### src/rtl/mux_pipe_stage_pkg.sv
// Shared definitions for the N:1 select stage: skid-buffer state encoding and widths.
package mux_pkg;

  typedef enum logic [1:0] {
    ST_EMPTY = 2'd0,
    ST_ONE   = 2'd1,
    ST_FULL  = 2'd2
  } state_t;

  localparam int OCC_W = 2;

  function automatic int sel_width(input int n);
    return (n > 1) ? $clog2(n) : 1;
  endfunction

endpackage

### src/rtl/mux_pipe_stage_if.sv
// Upstream/downstream handshake bundle of mux_pipe_stage; master drives beats in, slave is the stage.
interface mux_pipe_stage_if
  import mux_pkg::*;
#(
  parameter int WIDTH = 64,
  parameter int N     = 4
) ();

  localparam int SEL_W = sel_width(N);

  logic [N*WIDTH-1:0] in_data;
  logic [SEL_W-1:0]   in_sel;
  logic               in_valid;
  logic               in_ready;
  logic               flush;
  logic [WIDTH-1:0]   out_data;
  logic               out_err;
  logic               out_valid;
  logic               out_ready;
  logic [OCC_W-1:0]   occupancy;

  modport master (
    output in_data, in_sel, in_valid, flush, out_ready,
    input  in_ready, out_data, out_err, out_valid, occupancy
  );

  modport slave (
    input  in_data, in_sel, in_valid, flush, out_ready,
    output in_ready, out_data, out_err, out_valid, occupancy
  );

endinterface

### src/rtl/mux_pipe_stage_mux_nx1.sv
// Combinational N:1 selector; an index with no matching input yields zero data and err=1.
module mux_nx1 #(
  parameter int WIDTH = 64,
  parameter int N     = 4,
  parameter int SEL_W = 2
) (
  input  logic [N*WIDTH-1:0] i_data,
  input  logic [SEL_W-1:0]   i_sel,
  output logic [WIDTH-1:0]   o_data,
  output logic               o_err
);

  always_comb begin
    o_data = '0;
    o_err  = 1'b1;
    for (int i = 0; i < N; i++) begin
      if (i_sel == SEL_W'(i)) begin
        o_data = i_data[i*WIDTH +: WIDTH];
        o_err  = 1'b0;
      end
    end
  end

endmodule

### src/rtl/mux_pipe_stage.sv
// Operand select stage: N:1 mux feeding a two-entry skid buffer with registered ready and flush.
module mux_pipe_stage
  import mux_pkg::*;
#(
  parameter int WIDTH = 64,
  parameter int N     = 4
) (
  input  logic           clk,
  input  logic           reset,
  mux_pipe_stage_if.slave bus
);

  localparam int SEL_W = sel_width(N);

  logic [WIDTH-1:0] w_sel_data;
  logic             w_sel_err;

  mux_nx1 #(
    .WIDTH (WIDTH),
    .N     (N),
    .SEL_W (SEL_W)
  ) u_mux (
    .i_data (bus.in_data),
    .i_sel  (bus.in_sel),
    .o_data (w_sel_data),
    .o_err  (w_sel_err)
  );

  state_t           r_state;
  state_t           w_nxt_state;
  logic [WIDTH-1:0] r_main_data;
  logic [WIDTH-1:0] r_skid_data;
  logic             r_main_err;
  logic             r_skid_err;
  logic             r_main_vld;
  logic             r_skid_vld;
  logic             r_in_ready;
  logic             w_accept;
  logic             w_xfer;
  logic             w_load_main_in;
  logic             w_load_main_skid;
  logic             w_load_skid;

  assign w_accept = bus.in_valid && r_in_ready;
  assign w_xfer   = r_main_vld && bus.out_ready;

  // Main only reloads when empty or when its current beat leaves, which keeps out_data stable under stall.
  always_comb begin
    w_nxt_state      = r_state;
    w_load_main_in   = 1'b0;
    w_load_main_skid = 1'b0;
    w_load_skid      = 1'b0;
    if (bus.flush) begin
      w_nxt_state = ST_EMPTY;
    end else begin
      unique case (r_state)
        ST_EMPTY: begin
          if (w_accept) begin
            w_nxt_state    = ST_ONE;
            w_load_main_in = 1'b1;
          end
        end
        ST_ONE: begin
          if (w_accept && w_xfer) begin
            w_load_main_in = 1'b1;
          end else if (w_accept) begin
            w_nxt_state = ST_FULL;
            w_load_skid = 1'b1;
          end else if (w_xfer) begin
            w_nxt_state = ST_EMPTY;
          end
        end
        ST_FULL: begin
          if (w_xfer) begin
            w_nxt_state      = ST_ONE;
            w_load_main_skid = 1'b1;
          end
        end
        default: w_nxt_state = ST_EMPTY;
      endcase
    end
  end

  always_ff @(posedge clk or posedge reset) begin
    if (reset) begin
      r_state     <= ST_EMPTY;
      r_in_ready  <= 1'b1;
      r_main_vld  <= 1'b0;
      r_skid_vld  <= 1'b0;
      r_main_data <= '0;
      r_main_err  <= 1'b0;
      r_skid_data <= '0;
      r_skid_err  <= 1'b0;
    end else begin
      r_state    <= w_nxt_state;
      r_in_ready <= (w_nxt_state != ST_FULL);
      r_main_vld <= (w_nxt_state != ST_EMPTY);
      r_skid_vld <= (w_nxt_state == ST_FULL);
      if (w_load_main_in) begin
        r_main_data <= w_sel_data;
        r_main_err  <= w_sel_err;
      end else if (w_load_main_skid) begin
        r_main_data <= r_skid_data;
        r_main_err  <= r_skid_err;
      end
      if (w_load_skid) begin
        r_skid_data <= w_sel_data;
        r_skid_err  <= w_sel_err;
      end
    end
  end

  assign bus.in_ready  = r_in_ready;
  assign bus.out_valid = r_main_vld;
  assign bus.out_data  = r_main_data;
  assign bus.out_err   = r_main_err;
  assign bus.occupancy = {r_skid_vld, r_main_vld & ~r_skid_vld};

endmodule

### src/flat_wrapper.sv
// flat-port wrapper written by rule: the top's interface ports become plain ports
module mux_pipe_stage_flat import mux_pkg::*;
#(
  parameter int WIDTH = 64,
  parameter int N     = 4
)
  (clk, reset, bus_in_data, bus_in_sel, bus_in_valid, bus_flush, bus_out_ready, bus_in_ready, bus_out_data, bus_out_err, bus_out_valid, bus_occupancy);
  mux_pipe_stage_if #(.WIDTH(WIDTH), .N(N)) bus_i ();
  input  logic clk;
  input  logic reset;
  input wire logic [$bits(bus_i.in_data)-1:0] bus_in_data;
  input wire logic [$bits(bus_i.in_sel)-1:0] bus_in_sel;
  input wire logic [$bits(bus_i.in_valid)-1:0] bus_in_valid;
  input wire logic [$bits(bus_i.flush)-1:0] bus_flush;
  input wire logic [$bits(bus_i.out_ready)-1:0] bus_out_ready;
  output wire logic [$bits(bus_i.in_ready)-1:0] bus_in_ready;
  output wire logic [$bits(bus_i.out_data)-1:0] bus_out_data;
  output wire logic [$bits(bus_i.out_err)-1:0] bus_out_err;
  output wire logic [$bits(bus_i.out_valid)-1:0] bus_out_valid;
  output wire logic [$bits(bus_i.occupancy)-1:0] bus_occupancy;
  assign bus_i.in_data = bus_in_data;
  assign bus_i.in_sel = bus_in_sel;
  assign bus_i.in_valid = bus_in_valid;
  assign bus_i.flush = bus_flush;
  assign bus_i.out_ready = bus_out_ready;
  assign bus_in_ready = bus_i.in_ready;
  assign bus_out_data = bus_i.out_data;
  assign bus_out_err = bus_i.out_err;
  assign bus_out_valid = bus_i.out_valid;
  assign bus_occupancy = bus_i.occupancy;
  mux_pipe_stage #(.WIDTH(WIDTH), .N(N)) u_core (.clk(clk), .reset(reset), .bus(bus_i));
endmodule
### config.mk
export PLATFORM = sky130hd
export DESIGN_NAME = mux_pipe_stage_flat
export DESIGN_NICKNAME = d
export VERILOG_FILES = /design/src/rtl/mux_pipe_stage_pkg.sv /design/src/rtl/mux_pipe_stage_if.sv /design/src/rtl/mux_pipe_stage_mux_nx1.sv /design/src/rtl/mux_pipe_stage.sv /design/src/flat_wrapper.sv
export SDC_FILE = /design/constraint.sdc
export NUM_CORES = 1
export LEC_CHECK = 0
export CORE_AREA = 2 2 128 130
export DETAILED_ROUTE_END_ITERATION = 10
export DIE_AREA = 0 0 130 132
export DONT_BUFFER_PORTS = 1
export GPL_TIMING_DRIVEN = 0
export PLACE_DENSITY = 0.67
export SLEW_MARGIN = 5
export SYNTH_ARGS = -nofsm -noshare
export SYNTH_HDL_FRONTEND = slang
export SYNTH_HIERARCHICAL = 1
export SYNTH_SLANG_ARGS = --single-unit
### constraint.sdc
create_clock -name clk -period 4.4 [get_ports clk]
set_input_delay 1.1 -clock clk [delete_from_list [all_inputs] [get_ports clk]]
set_output_delay 1.1 -clock clk [all_outputs]
set_load 0.03 [all_outputs]
==> metrics.md, run 1 <==
| Metric | Value |
|---|---|
| Status | `completed` |
| Worst-path clk slew | `0.06 ns` |
| Nature of the critical path startpoint | `flip-flop` |
| Die area | `17200 µm²` |
| Warnings from Yosys | `6` |
| Post-CTS Setup Bufs | `0` |
| Pin slew with the least headroom to its limit | `0.767 ns` |
| Area growth, synth to finish | `11.7%` |
| Worst EP arrival | `1.63 ns` |
| Placed Cells | `839` |
| Max clock buf depth | `2` |
| Worst vdd ir | `0.269 mV` |
| Net Count, Synth | `883` |
| Die Ht | `132 µm` |
| Fmax | `366 MHz` |
| Largest net degree at the start of global routing | `41` |
| # fillers | `1287` |
| Ports | `332` |
| Routed Antenna Nets | `0` |
| Most frequent cells in the layout | `134 x dfrtp_1, 65 x o21ai_0, 65 x nand3b_1, 65 x nor3_1, 65 x a31oi_1` |
| Worst hold path type | `flip-flop to flip-flop` |
| Share of layout cells above drive strength 1 | `31.3%` |
| Worst path top cell family by delay | `flip-flops` |
| DR DRC count | `0` |
| Layout Cells excl Fill | `871` |
| Most common cell after layout, fill and taps aside | `dfrtp_1` |
| Synth Instances | `620` |
| # diodes | `0` |
| CP Class | `flip-flop to primary output` |
| DRT iter0 DRCs | `419` |
| Antenna violations before repair | `0` |
| Die X | `130 µm` |
| Post-synthesis sequential area ratio | `42.6%` |
| Hold Vio Cnt, Final | `0` |
| GRT Util Overall | `27.2%` |
| Nets | `905` |
| Final setup violation count | `0` |
| Register area | `3380 µm²` |
| Critical path endpoint category | `primary output` |
| Core region area | `15700 µm²` |
| First-pass GRT wire length | `35900 µm` |
| Synthesized cell area | `7920 µm²` |
| RSZ-0062 raised after global routing | `no` |
| Slowest-stage cell, CP | `dfrtp_1` |
| Cell row count | `46` |
| Worst Path Required | `3.30 ns` |
| GPL Wtd Cong | `0.835` |
| Leakage power | `3.46 nW` |
| DRT Pass-1 Iters | `5` |
| Post-DP Area | `8260 µm²` |
| H-tree depth | `4` |
| Crit path time final | `2.73 ns` |
| TritonCTS buffer count | `17` |
| Port bufs | `0` |
| Final period utilization | `62.0%` |
| Buf/Inv on CP | `0` |
| Largest stage delay, worst path | `0.66 ns` |
| Worst relative slew slack | `48.8%` |
| Multi-input combinational cell area | `4070 µm²` |
| Cts-stage hold buffer count | `0` |
| WL final | `23300 µm` |
| CP max FO | `8` |
| WL/cell | `26.8 µm` |
| Post-CTS Resized | `0` |
| Design area | `8850 µm²` |
| Vias in the first global route | `6492` |
| Syn Area/Cell | `12.8 µm²` |
| CP cell instances | `nor2b_1` |
| Root Buffer | `clkbuf_16` |
| DP HPWL | `16900 µm` |
| Utilization after layout | `56.4%` |
| Post-synth cell types | `29` |
| Gr ovfl total | `0` |
| Number of vias per cell | `6.82` |
| Layout Skew | `0.00997 ns` |
| Max Transition Viols Final | `0` |
| Initial cell density of the core | `50.4%` |
| Pwr dens | `522 nW/µm²` |
| CTS tree | `built` |
| Clock latency on the worst-skew pair | `0.42 ns` |
| Post-synthesis sequential element count | `135` |
| Number of max-cap violations | `0` |
| Total power | `4.63 mW` |
| TNS Setup | `0 ns` |
| CTS sink cnt | `135` |
| Vias | `5938` |
[cell families after synthesis]
family | after synthesis | synth area share [%]
other | 1 | 0.0473
multiplexers | 129 | 30.0
flip-flops | 135 | 42.6
AND/OR/NAND/NOR | 142 | 11.3
buffers and inverters | 75 | 5.97
AO/OA/AOI/OAI | 138 | 10.0
[flip-flops by register name, indices dropped and copies added, names as in the netlist]
| name | flops |
|---|---|
| u_core/r_skid_data | 64 |
| u_core/r_state | 2 |
| u_core/bus.in_ready | 1 |
| u_core/bus.out_valid | 1 |
| u_core/r_skid_vld | 1 |
| u_core/r_skid_err | 1 |
| u_core/bus.out_data | 64 |
| u_core/bus.out_err | 1 |
[through the flow]
stage          worst slack (ns)  hold slack [ns]
2_1_floorplan              1.62            0.479
3_3_place_gp              0.863            0.487
3_5_place_dp               1.65            0.494
4_1_cts                    1.65            0.507
5_1_grt                    1.61            0.521
6_report                   1.67            0.506
[path summary, 6_finish.rpt]
kind                                                    startpoint  cells after the start  slack, ns                                   to
worst max register to register      u_core/bus.out_valid$_DFF_PP0_                      5       2.39  u_core/bus.out_data[43]$_DFFE_PP0P_
min in group asynchronous                                    reset                      1       0.68  u_core/bus.out_data[34]$_DFFE_PP0P_
max in group asynchronous                                    reset                      3       2.84  u_core/bus.out_data[10]$_DFFE_PP0P_
worst min-delay path            u_core/r_skid_data[27]$_DFFE_PP0P_                      1       0.51   u_core/r_skid_data[27]$_DFFE_PP0P_
worst min register to register  u_core/r_skid_data[27]$_DFFE_PP0P_                      1       0.51   u_core/r_skid_data[27]$_DFFE_PP0P_
worst max-delay path                u_core/bus.out_valid$_DFF_PP0_                      1       1.67                     bus_occupancy[0]
[synth_stat cells (all sizes together)]
master | instances | area share [%]
a221oi | 3 | 0.33
o21ai | 65 | 4.1
mux4 | 64 | 18
conb | 1 | 0.047
inv | 2 | 0.095
mux2 | 65 | 12
a21boi | 1 | 0.14
nand4bb | 1 | 0.14
a21oi | 3 | 0.19
dfstp | 1 | 0.33
nand3b | 65 | 6.2
nand2 | 4 | 0.19
and4b | 1 | 0.13
buf | 41 | 4.3
clkbuf | 32 | 1.5
nand4b | 2 | 0.22
nor2b | 1 | 0.079
dfrtp | 134 | 42
nand2b | 2 | 0.16
a211o | 1 | 0.11
a31oi | 65 | 5.1
and4bb | 1 | 0.16
nor3 | 65 | 4.1
[power by group]
| group | switching [mW] | internal (mW) |
|---|---|---|
| clock network | 0.567 | 0.869 |
| registers | 0.614 | 1.66 |
| logic | 0.379 | 0.541 |
| total | 1.56 | 3.07 |
[layout make-up]
cell class,instances,area share (%)
Tap cell,216,3.05
Clock inverter,13,1.62
Inverter,2,0.127
Clock buffer,19,5.12
Multi-Input combinational cell,410,46.0
Buffer,73,5.26
Sequential cell,135,38.2
Timing Repair Buffer,3,0.678
[routing by layer]
layer  vias to the layer above  part of all wire [%]  global-route usage, %
met5                         -                     0                      0
met4                         0                   2.3                   10.8
met3                        42                   9.3                   7.59
met2                       365                    50                   44.6
met1                      3049                    38                   34.1
li1                       2482                     -                      -
Note: power is estimated with default switching activity, not from simulation.
==> run 2: changes to the inputs <==
--- a/config.mk
+++ b/config.mk
@@ -5,12 +5,12 @@
 export SDC_FILE = /design/constraint.sdc
 export NUM_CORES = 1
 export LEC_CHECK = 0
-export CORE_AREA = 2 2 128 130
+export CORE_AREA = 2 2 129 131
 export DETAILED_ROUTE_END_ITERATION = 10
-export DIE_AREA = 0 0 130 132
+export DIE_AREA = 0 0 131 133
 export DONT_BUFFER_PORTS = 1
 export GPL_TIMING_DRIVEN = 0
-export PLACE_DENSITY = 0.67
+export PLACE_DENSITY = 0.63
 export SLEW_MARGIN = 5
 export SYNTH_ARGS = -nofsm -noshare
 export SYNTH_HDL_FRONTEND = slang
==> constraint.sdc (replaced) <==
create_clock -name clk -period 2.7 [get_ports clk]
set_input_delay 0.675 -clock clk [delete_from_list [all_inputs] [get_ports clk]]
set_output_delay 0.675 -clock clk [all_outputs]
set_load 0.03 [all_outputs]
==> run 2 against run 1 <==
Against the previous run:
- wire length rose by 0.84%
- sequential power rose by 63%
- highest routed layer unchanged
- first-iteration DRC count fell by 8.6%
- critical endpoint unchanged
- largest cell class unchanged
- largest power group unchanged
- sequential cell count did not move
- critical path type unchanged
- final cell count rose by 0.11%
- global-route usage fell by 0.30 points
- register-to-register slack got worse by 1.7 ns
==> metrics.md, run 2 (synthesis results as in run 1) <==
| Metric | Value |
|---|---|
| Status | `completed (unchanged)` |
| Fmax | `434 MHz` |
| Initial cell density of the core | `49.0% (was 50.4%)` |
| Layout Cells excl Fill | `872 (was 871)` |
| Worst relative slew slack | `57.7% (was 48.8%)` |
| Hold Vio Cnt, Final | `0 (unchanged)` |
| Share of layout cells above drive strength 1 | `30.2% (was 31.3%)` |
| GR Util met2 | `44.2% (was 44.6%)` |
| Vias | `5822 (was 5938)` |
| Grt met1 use | `35.6% (was 34.1%)` |
| Total power | `7.33 mW (was 4.63 mW)` |
| H-tree depth | `4 (unchanged)` |
| # fillers | `1368 (was 1287)` |
| Worst path top cell family by delay | `flip-flops (unchanged)` |
| Vias in the first global route | `6308 (was 6492)` |
| Most common cell after layout, fill and taps aside | `dfrtp_1 (unchanged)` |
| Die area | `17400 µm² (was 17200 µm²)` |
| Root Buffer | `clkbuf_16 (unchanged)` |
| Pin slew with the least headroom to its limit | `0.635 ns (was 0.767 ns)` |
| DP HPWL | `16900 µm (about the same)` |
| Critical path endpoint category | `primary output (unchanged)` |
| Pwr dens | `835 nW/µm² (was 522 nW/µm²)` |
| Post-CTS Resized | `0 (unchanged)` |
| Largest net degree at the start of global routing | `40 (was 41)` |
| Met3 Usage GRT | `6.59% (was 7.59%)` |
| CTS tree | `built (unchanged)` |
| CP cell instances | `nor2b_1 (unchanged)` |
| Placed Cells | `843 (was 839)` |
| Most frequent cells in the layout | `134 x dfrtp_1, 65 x o21ai_0, 65 x nand3b_1, 65 x nor3_1, 65 x a31oi_1 (unchanged)` |
| Max clock buf depth | `2 (unchanged)` |
| Leakage power | `3.44 nW (was 3.46 nW)` |
| Buf/Inv on CP | `0 (unchanged)` |
| Post-CTS Setup Bufs | `0 (unchanged)` |
| Port bufs | `0 (unchanged)` |
| Number of vias per cell | `6.68 (was 6.82)` |
| Nature of the critical path startpoint | `flip-flop (unchanged)` |
| RSZ-0062 raised after global routing | `no (unchanged)` |
| Gr ovfl total | `0 (unchanged)` |
| Routed Antenna Nets | `0 (unchanged)` |
| GRT Util Overall | `26.9% (was 27.2%)` |
| Slowest-stage cell, CP | `dfrtp_1 (unchanged)` |
| Worst-path clk slew | `0.06 ns (about the same)` |
| DR DRC count | `0 (unchanged)` |
| Number of max-cap violations | `0 (unchanged)` |
| Cell row count | `47 (was 46)` |
| Core region area | `16200 µm² (was 15700 µm²)` |
| # diodes | `0 (unchanged)` |
| Worst EP arrival | `1.63 ns (about the same)` |
| Ports | `332 (unchanged)` |
| Nets | `905 (unchanged)` |
| WL final | `23500 µm (was 23300 µm)` |
| CP max FO | `8 (unchanged)` |
| Layout Skew | `0.0107 ns (was 0.00997 ns)` |
| CP Class | `flip-flop to primary output (unchanged)` |
| Gr busiest metal | `met2 (unchanged)` |
| Pre-CTS WS | `0.312 ns (was 1.65 ns)` |
| First-pass GRT wire length | `35700 µm (was 35900 µm)` |
| Worst hold path type | `primary input to async pin (was flip-flop to flip-flop)` |
| WL/cell | `27.0 µm (was 26.8 µm)` |
| Largest stage delay, worst path | `0.67 ns (was 0.66 ns)` |
| DRT Pass-1 Iters | `5 (unchanged)` |
| Final period utilization | `85.2%` |
| Cts-stage hold buffer count | `0 (unchanged)` |
| Die X | `131 µm (was 130 µm)` |
| Clock latency on the worst-skew pair | `0.41 ns (was 0.42 ns)` |
| DRT iter0 DRCs | `383 (was 419)` |
| Area growth, synth to finish | `10.9% (was 11.7%)` |
| Setup ws final | `0.398 ns (was 1.67 ns)` |
| Crit path time final | `2.30 ns` |
| Antenna violations before repair | `0 (unchanged)` |
| Multi-input combinational cell area | `4070 µm² (unchanged)` |
| TNS Setup | `0 ns (unchanged)` |
| Utilization after layout | `54.3% (was 56.4%)` |
| GPL Wtd Cong | `0.871 (was 0.835)` |
| Die Ht | `133 µm (was 132 µm)` |
| Final setup violation count | `0 (unchanged)` |
| Worst vdd ir | `0.550 mV (was 0.269 mV)` |
| TritonCTS buffer count | `17 (unchanged)` |
| Register area | `3380 µm² (unchanged)` |
| CTS sink cnt | `135 (unchanged)` |
| Worst Path Required | `2.03 ns (was 3.30 ns)` |
| Max Transition Viols Final | `0 (unchanged)` |
run 2: area by class of cell:
cell class | count | area share, %
clock inverters | 5 | 0.570
multi-input cells | 410 | 46.3
inverters | 2 | 0.128
flip-flops and latches | 135 | 38.5
plain buffers | 73 | 5.30
well taps | 220 | 3.13
repair buffers | 3 | 0.684
clock buffers | 24 | 5.37
run 2: layer usage:
metal,vias to the layer above,wire length [µm]
met5,-,0
met4,0,314
met3,29,1950
met2,325,11700
met1,2995,9500
li1,2473,-
run 2: worst paths after layout:
check	start	slack, ns	endpoint	depth (start not counted)
setup / recovery	u_core/bus.out_valid$_DFF_PP0_	0.40	bus_occupancy[0]	1
hold / removal	reset	0.21	u_core/r_skid_data[24]$_DFFE_PP0P_	1
setup reg to reg	u_core/bus.out_valid$_DFF_PP0_	0.68	u_core/bus.out_data[33]$_DFFE_PP0P_	5
hold reg to reg	u_core/r_skid_data[31]$_DFFE_PP0P_	0.51	u_core/r_skid_data[31]$_DFFE_PP0P_	1
max in group asynchronous	reset	1.63	u_core/bus.out_data[55]$_DFFE_PP0P_	3
min in group clk	bus_out_ready	0.38	u_core/r_skid_vld$_DFF_PP0_	1
run 2: through the flow:
step / area, µm² / hold WS [ns]
after floorplan: 7930 / 0.479
after global placement: 8200 / 0.487
after detailed placement: 8260 / 0.493
after CTS: 8780 / 0.215
after global routing: 8780 / 0.226
final: 8780 / 0.207
run 2: report_power, final:
part,total (mW),internal [mW],switching [mW]
Combinational,1.50,0.882,0.614
Sequential,3.70,2.70,1.00
Clock,2.13,1.29,0.837
Total,7.33,4.88,2.45
==> run 3: changes to the inputs <==
--- a/config.mk
+++ b/config.mk
@@ -5,12 +5,13 @@
 export SDC_FILE = /design/constraint.sdc
 export NUM_CORES = 1
 export LEC_CHECK = 0
-export CORE_AREA = 2 2 129 131
+export ABC_AREA = 1
+export CORE_AREA = 2 2 131 133
 export DETAILED_ROUTE_END_ITERATION = 10
-export DIE_AREA = 0 0 131 133
+export DIE_AREA = 0 0 133 135
 export DONT_BUFFER_PORTS = 1
 export GPL_TIMING_DRIVEN = 0
-export PLACE_DENSITY = 0.63
+export PLACE_DENSITY = 0.68
 export SLEW_MARGIN = 5
 export SYNTH_ARGS = -nofsm -noshare
 export SYNTH_HDL_FRONTEND = slang
==> run 3 against run 2 <==
Against the previous run:
- combinational power is 73% higher
- critical path type unchanged
- global-route usage is 4.4 points higher
- worst hold slack lost 0.0038 ns
- first-iteration DRC count grew 100%
- fmax rose by 7.1%
- power grew 35%
- non-clock buffer count is 29 higher
- sequential power grew 27%
- largest power group unchanged
- final cell count increased by 64%
- critical path depth rose by 1
==> metrics.md, run 3 <==
| Metric | Value |
|---|---|
| Status | `completed (unchanged)` |
| DRT iter0 DRCs | `778 (was 383)` |
| Initial cell density of the core | `53.7% (was 49.0%)` |
| Async SR Flop Fraction | `100% (unchanged)` |
| Most common cell after layout, fill and taps aside | `nand3_1 (was dfrtp_1)` |
| Die area | `18000 µm² (was 17400 µm²)` |
| Net Count, Synth | `1436 (was 883)` |
| Antenna violations before repair | `0 (unchanged)` |
| Top post-synthesis cells by count | `263 x nand3_1, 257 x nand2_1, 136 x inv_1 (was 134 x dfrtp_1, 65 x a31oi_1, 65 x nand3b_1, 65 x nor3_1, 65 x o21ai_0)` |
| H-tree depth | `4 (unchanged)` |
| DR DRC count | `0 (unchanged)` |
| CP Class | `flip-flop to primary output (unchanged)` |
| Largest net degree at the start of global routing | `40 (unchanged)` |
| Area growth, synth to finish | `11.4% (was 10.9%)` |
| DRT Pass-1 Iters | `7 (was 5)` |
| Area fraction in compound gates after synthesis | `6.63% (was 10.0%)` |
| GPL Wtd Cong | `0.890 (was 0.871)` |
| Core region area | `16400 µm² (was 16200 µm²)` |
| Max Transition Viols Final | `0 (unchanged)` |
| CTS sink cnt | `135 (unchanged)` |
| Vias in the first global route | `7876 (was 6308)` |
| Mux cell area share after synthesis | `0% (was 30.0%)` |
| Die Ht | `135 µm (was 133 µm)` |
| Worst vdd ir | `0.489 mV (was 0.550 mV)` |
| Most common cell in the netlist | `nand3_1 (was dfrtp_1)` |
| Cell row count | `47 (unchanged)` |
| Yosys top cell by area | `dfrtp_1 (unchanged)` |
| CP max FO | `3 (was 8)` |
| Cts-stage hold buffer count | `0 (unchanged)` |
| Port bufs | `0 (unchanged)` |
| WL/cell | `19.9 µm (was 27.0 µm)` |
| WL final | `28500 µm (was 23500 µm)` |
| Main synth FF type | `dfrtp_1 (unchanged)` |
| Ports | `332 (unchanged)` |
| Critical path endpoint category | `primary output (unchanged)` |
| Pre-CTS WS | `0.731 ns (was 0.312 ns)` |
| Most frequent cells in the layout | `263 x nand3_1, 257 x nand2_1, 135 x inv_1 (was 134 x dfrtp_1, 65 x o21ai_0, 65 x nand3b_1, 65 x nor3_1, 65 x a31oi_1)` |
| Final setup violation count | `0 (unchanged)` |
| DP HPWL | `20500 µm (was 16900 µm)` |
| Post-synth cell types | `24 (was 29)` |
| Worst hold path type | `primary input to async pin (unchanged)` |
| Area contributors post-synth | `dfrtp_1 38%, nand3_1 15%, nand2_1 11%, nand4_1 9.0%, o21ai_2 6.5% (was dfrtp_1 42%, mux4_2 17%, mux2_4 9.5%, nand3b_1 6.2%, a31oi_1 5.1%)` |
| Post-DP Area | `9150 µm² (was 8260 µm²)` |
| Pwr dens | `1010 nW/µm² (was 835 nW/µm²)` |
| Nets | `1458 (was 905)` |
| Routed Antenna Nets | `0 (unchanged)` |
| Post-synthesis sequential element count | `135 (unchanged)` |
| Worst Path Required | `2.03 ns (about the same)` |
| Root Buffer | `clkbuf_16 (unchanged)` |
| Clock latency on the worst-skew pair | `0.42 ns (was 0.41 ns)` |
| Post-synth EDFFs | `0 (unchanged)` |
| Die X | `133 µm (was 131 µm)` |
| Max clock buf depth | `2 (unchanged)` |
| Post-CTS Setup Bufs | `0 (unchanged)` |
| First-pass GRT wire length | `43300 µm (was 35700 µm)` |
| Nature of the critical path startpoint | `flip-flop (unchanged)` |
| Fmax | `465 MHz (was 434 MHz)` |
| Synthesized cell area | `8810 µm² (was 7920 µm²)` |
| # diodes | `0 (unchanged)` |
| Worst-path clk slew | `0.06 ns (about the same)` |
| Worst relative slew slack | `57.9% (was 57.7%)` |
| GRT Util Overall | `31.3% (was 26.9%)` |
| Post-CTS Resized | `0 (unchanged)` |
| Synth Instances | `1173 (was 620)` |
| Area share of fa/ha/maj cells after synthesis | `0% (unchanged)` |
| Crit path time final | `2.15 ns (was 2.30 ns)` |
| Number of vias per cell | `5.96 (was 6.68)` |
| Layout Skew | `0.00777 ns (was 0.0107 ns)` |
| Number of max-cap violations | `0 (unchanged)` |
| WHS | `0.203 ns (was 0.207 ns)` |
| Leakage power | `4.90 nW (was 3.44 nW)` |
| Design area | `9810 µm² (was 8780 µm²)` |
| Pin slew with the least headroom to its limit | `0.630 ns (was 0.635 ns)` |
| Syn Area/Cell | `7.51 µm² (was 12.8 µm²)` |
| Setup ws final | `0.551 ns (was 0.398 ns)` |
| Share of layout cells above drive strength 1 | `22.6% (was 30.2%)` |
| # fillers | `1532 (was 1368)` |
| Total power | `9.91 mW (was 7.33 mW)` |
| Final period utilization | `79.6% (was 85.2%)` |
| RSZ-0062 raised after global routing | `no (unchanged)` |
| Worst EP arrival | `1.47 ns (was 1.63 ns)` |
| Main combinational cell family by area after synthesis | `simple AND/OR/NAND/NOR gates (was multiplexers)` |
| Vias | `8511 (was 5822)` |
| TritonCTS buffer count | `17 (unchanged)` |
| Gr ovfl total | `0 (unchanged)` |
| Synth Area in XOR/XNOR | `0% (unchanged)` |
| Synth Area in Simple Gates | `40.8% (was 11.3%)` |
| Synth top area share | `38.1% (was 42.3%)` |
| Warnings from Yosys | `6 (unchanged)` |
| CTS tree | `built (unchanged)` |
| Hold Vio Cnt, Final | `0 (unchanged)` |
| Post-synthesis sequential area ratio | `38.4% (was 42.6%)` |
-- run 3: cell count changes in the layout (fill, tap and decap cells not counted), moves of 21 or more --
cell and change:
nand3_1 +263, nand2_1 +253, inv_1 +134, nand4_1 +127
nand2_2 +66, a31oi_1 -65, nand3b_1 -65, o21ai_2 +65
nor3_1 -64, o21ai_0 -63, mux4_2 -60, mux2_4 -50
clkbuf_1 -29, buf_4 +21
-- run 3: routing by layer --
layer	GRT usage, %	routed length (µm)
met5	0	0
met4	11.2	677
met3	6.94	2270
met2	52.1	13900
met1	40.3	11600
-- run 3: area by class of cell --
| class | count | area (µm²) | area share (%) |
|---|---|---|---|
| well taps | 220 | 275 | 2.81 |
| flip-flops and latches | 135 | 3380 | 34.5 |
| clock inverters | 14 | 223 | 2.27 |
| inverters | 140 | 532 | 5.42 |
| multi-input cells | 796 | 4180 | 42.6 |
| plain buffers | 102 | 722 | 7.36 |
| clock buffers | 18 | 439 | 4.48 |
| repair buffers | 3 | 60.1 | 0.612 |
-- run 3: critical path, cell delays in order (launching register included) --
cell and delay (ns):
dfrtp_1 0.54, inv_1 0.07, nor2_1 0.43
-- run 3: cells by family after synthesis --
group	Yosys count
simple gates	727
buf+inv	242
flops	135
compound gates	68
other cells	1
-- run 3: stage by stage --
| stage | setup TNS (ns) | util [%] | std cells |
|---|---|---|---|
| floorplan | 0 | - | 1173 |
| global placement | -61.82 | 55.4 | 1393 |
| detailed placement | 0 | 55.7 | 1396 |
| CTS | 0 | 59.8 | 1428 |
| global route | 0 | 59.8 | 1428 |
| finish | 0 | 59.8 | 1428 |
-- run 3: worst paths after layout --
check | startpoint | to | slack (ns) | cells past startpoint
setup / recovery | u_core/bus.out_valid$_DFF_PP0_ | bus_occupancy[0] | 0.55 | 2
hold / removal | reset | u_core/bus.out_data[49]$_DFFE_PP0P_ | 0.20 | 1
setup reg to reg | u_core/bus.in_ready$_DFF_PP1_ | u_core/bus.out_data[28]$_DFFE_PP0P_ | 0.69 | 7
hold reg to reg | u_core/r_skid_data[57]$_DFFE_PP0P_ | u_core/r_skid_data[57]$_DFFE_PP0P_ | 0.48 | 2
max in group asynchronous | reset | u_core/r_skid_data[17]$_DFFE_PP0P_ | 1.62 | 3
min in group clk | bus_flush | u_core/bus.out_valid$_DFF_PP0_ | 0.42 | 3
-- run 3: power by group --
| group | switching (mW) | total [mW] | leakage [nW] | internal (mW) |
|---|---|---|---|---|
| sequential | 1.74 | 4.71 | 1.72 | 2.97 |
| clock | 0.922 | 2.59 | 0.317 | 1.67 |
| combinational | 1.53 | 2.60 | 2.86 | 1.07 |
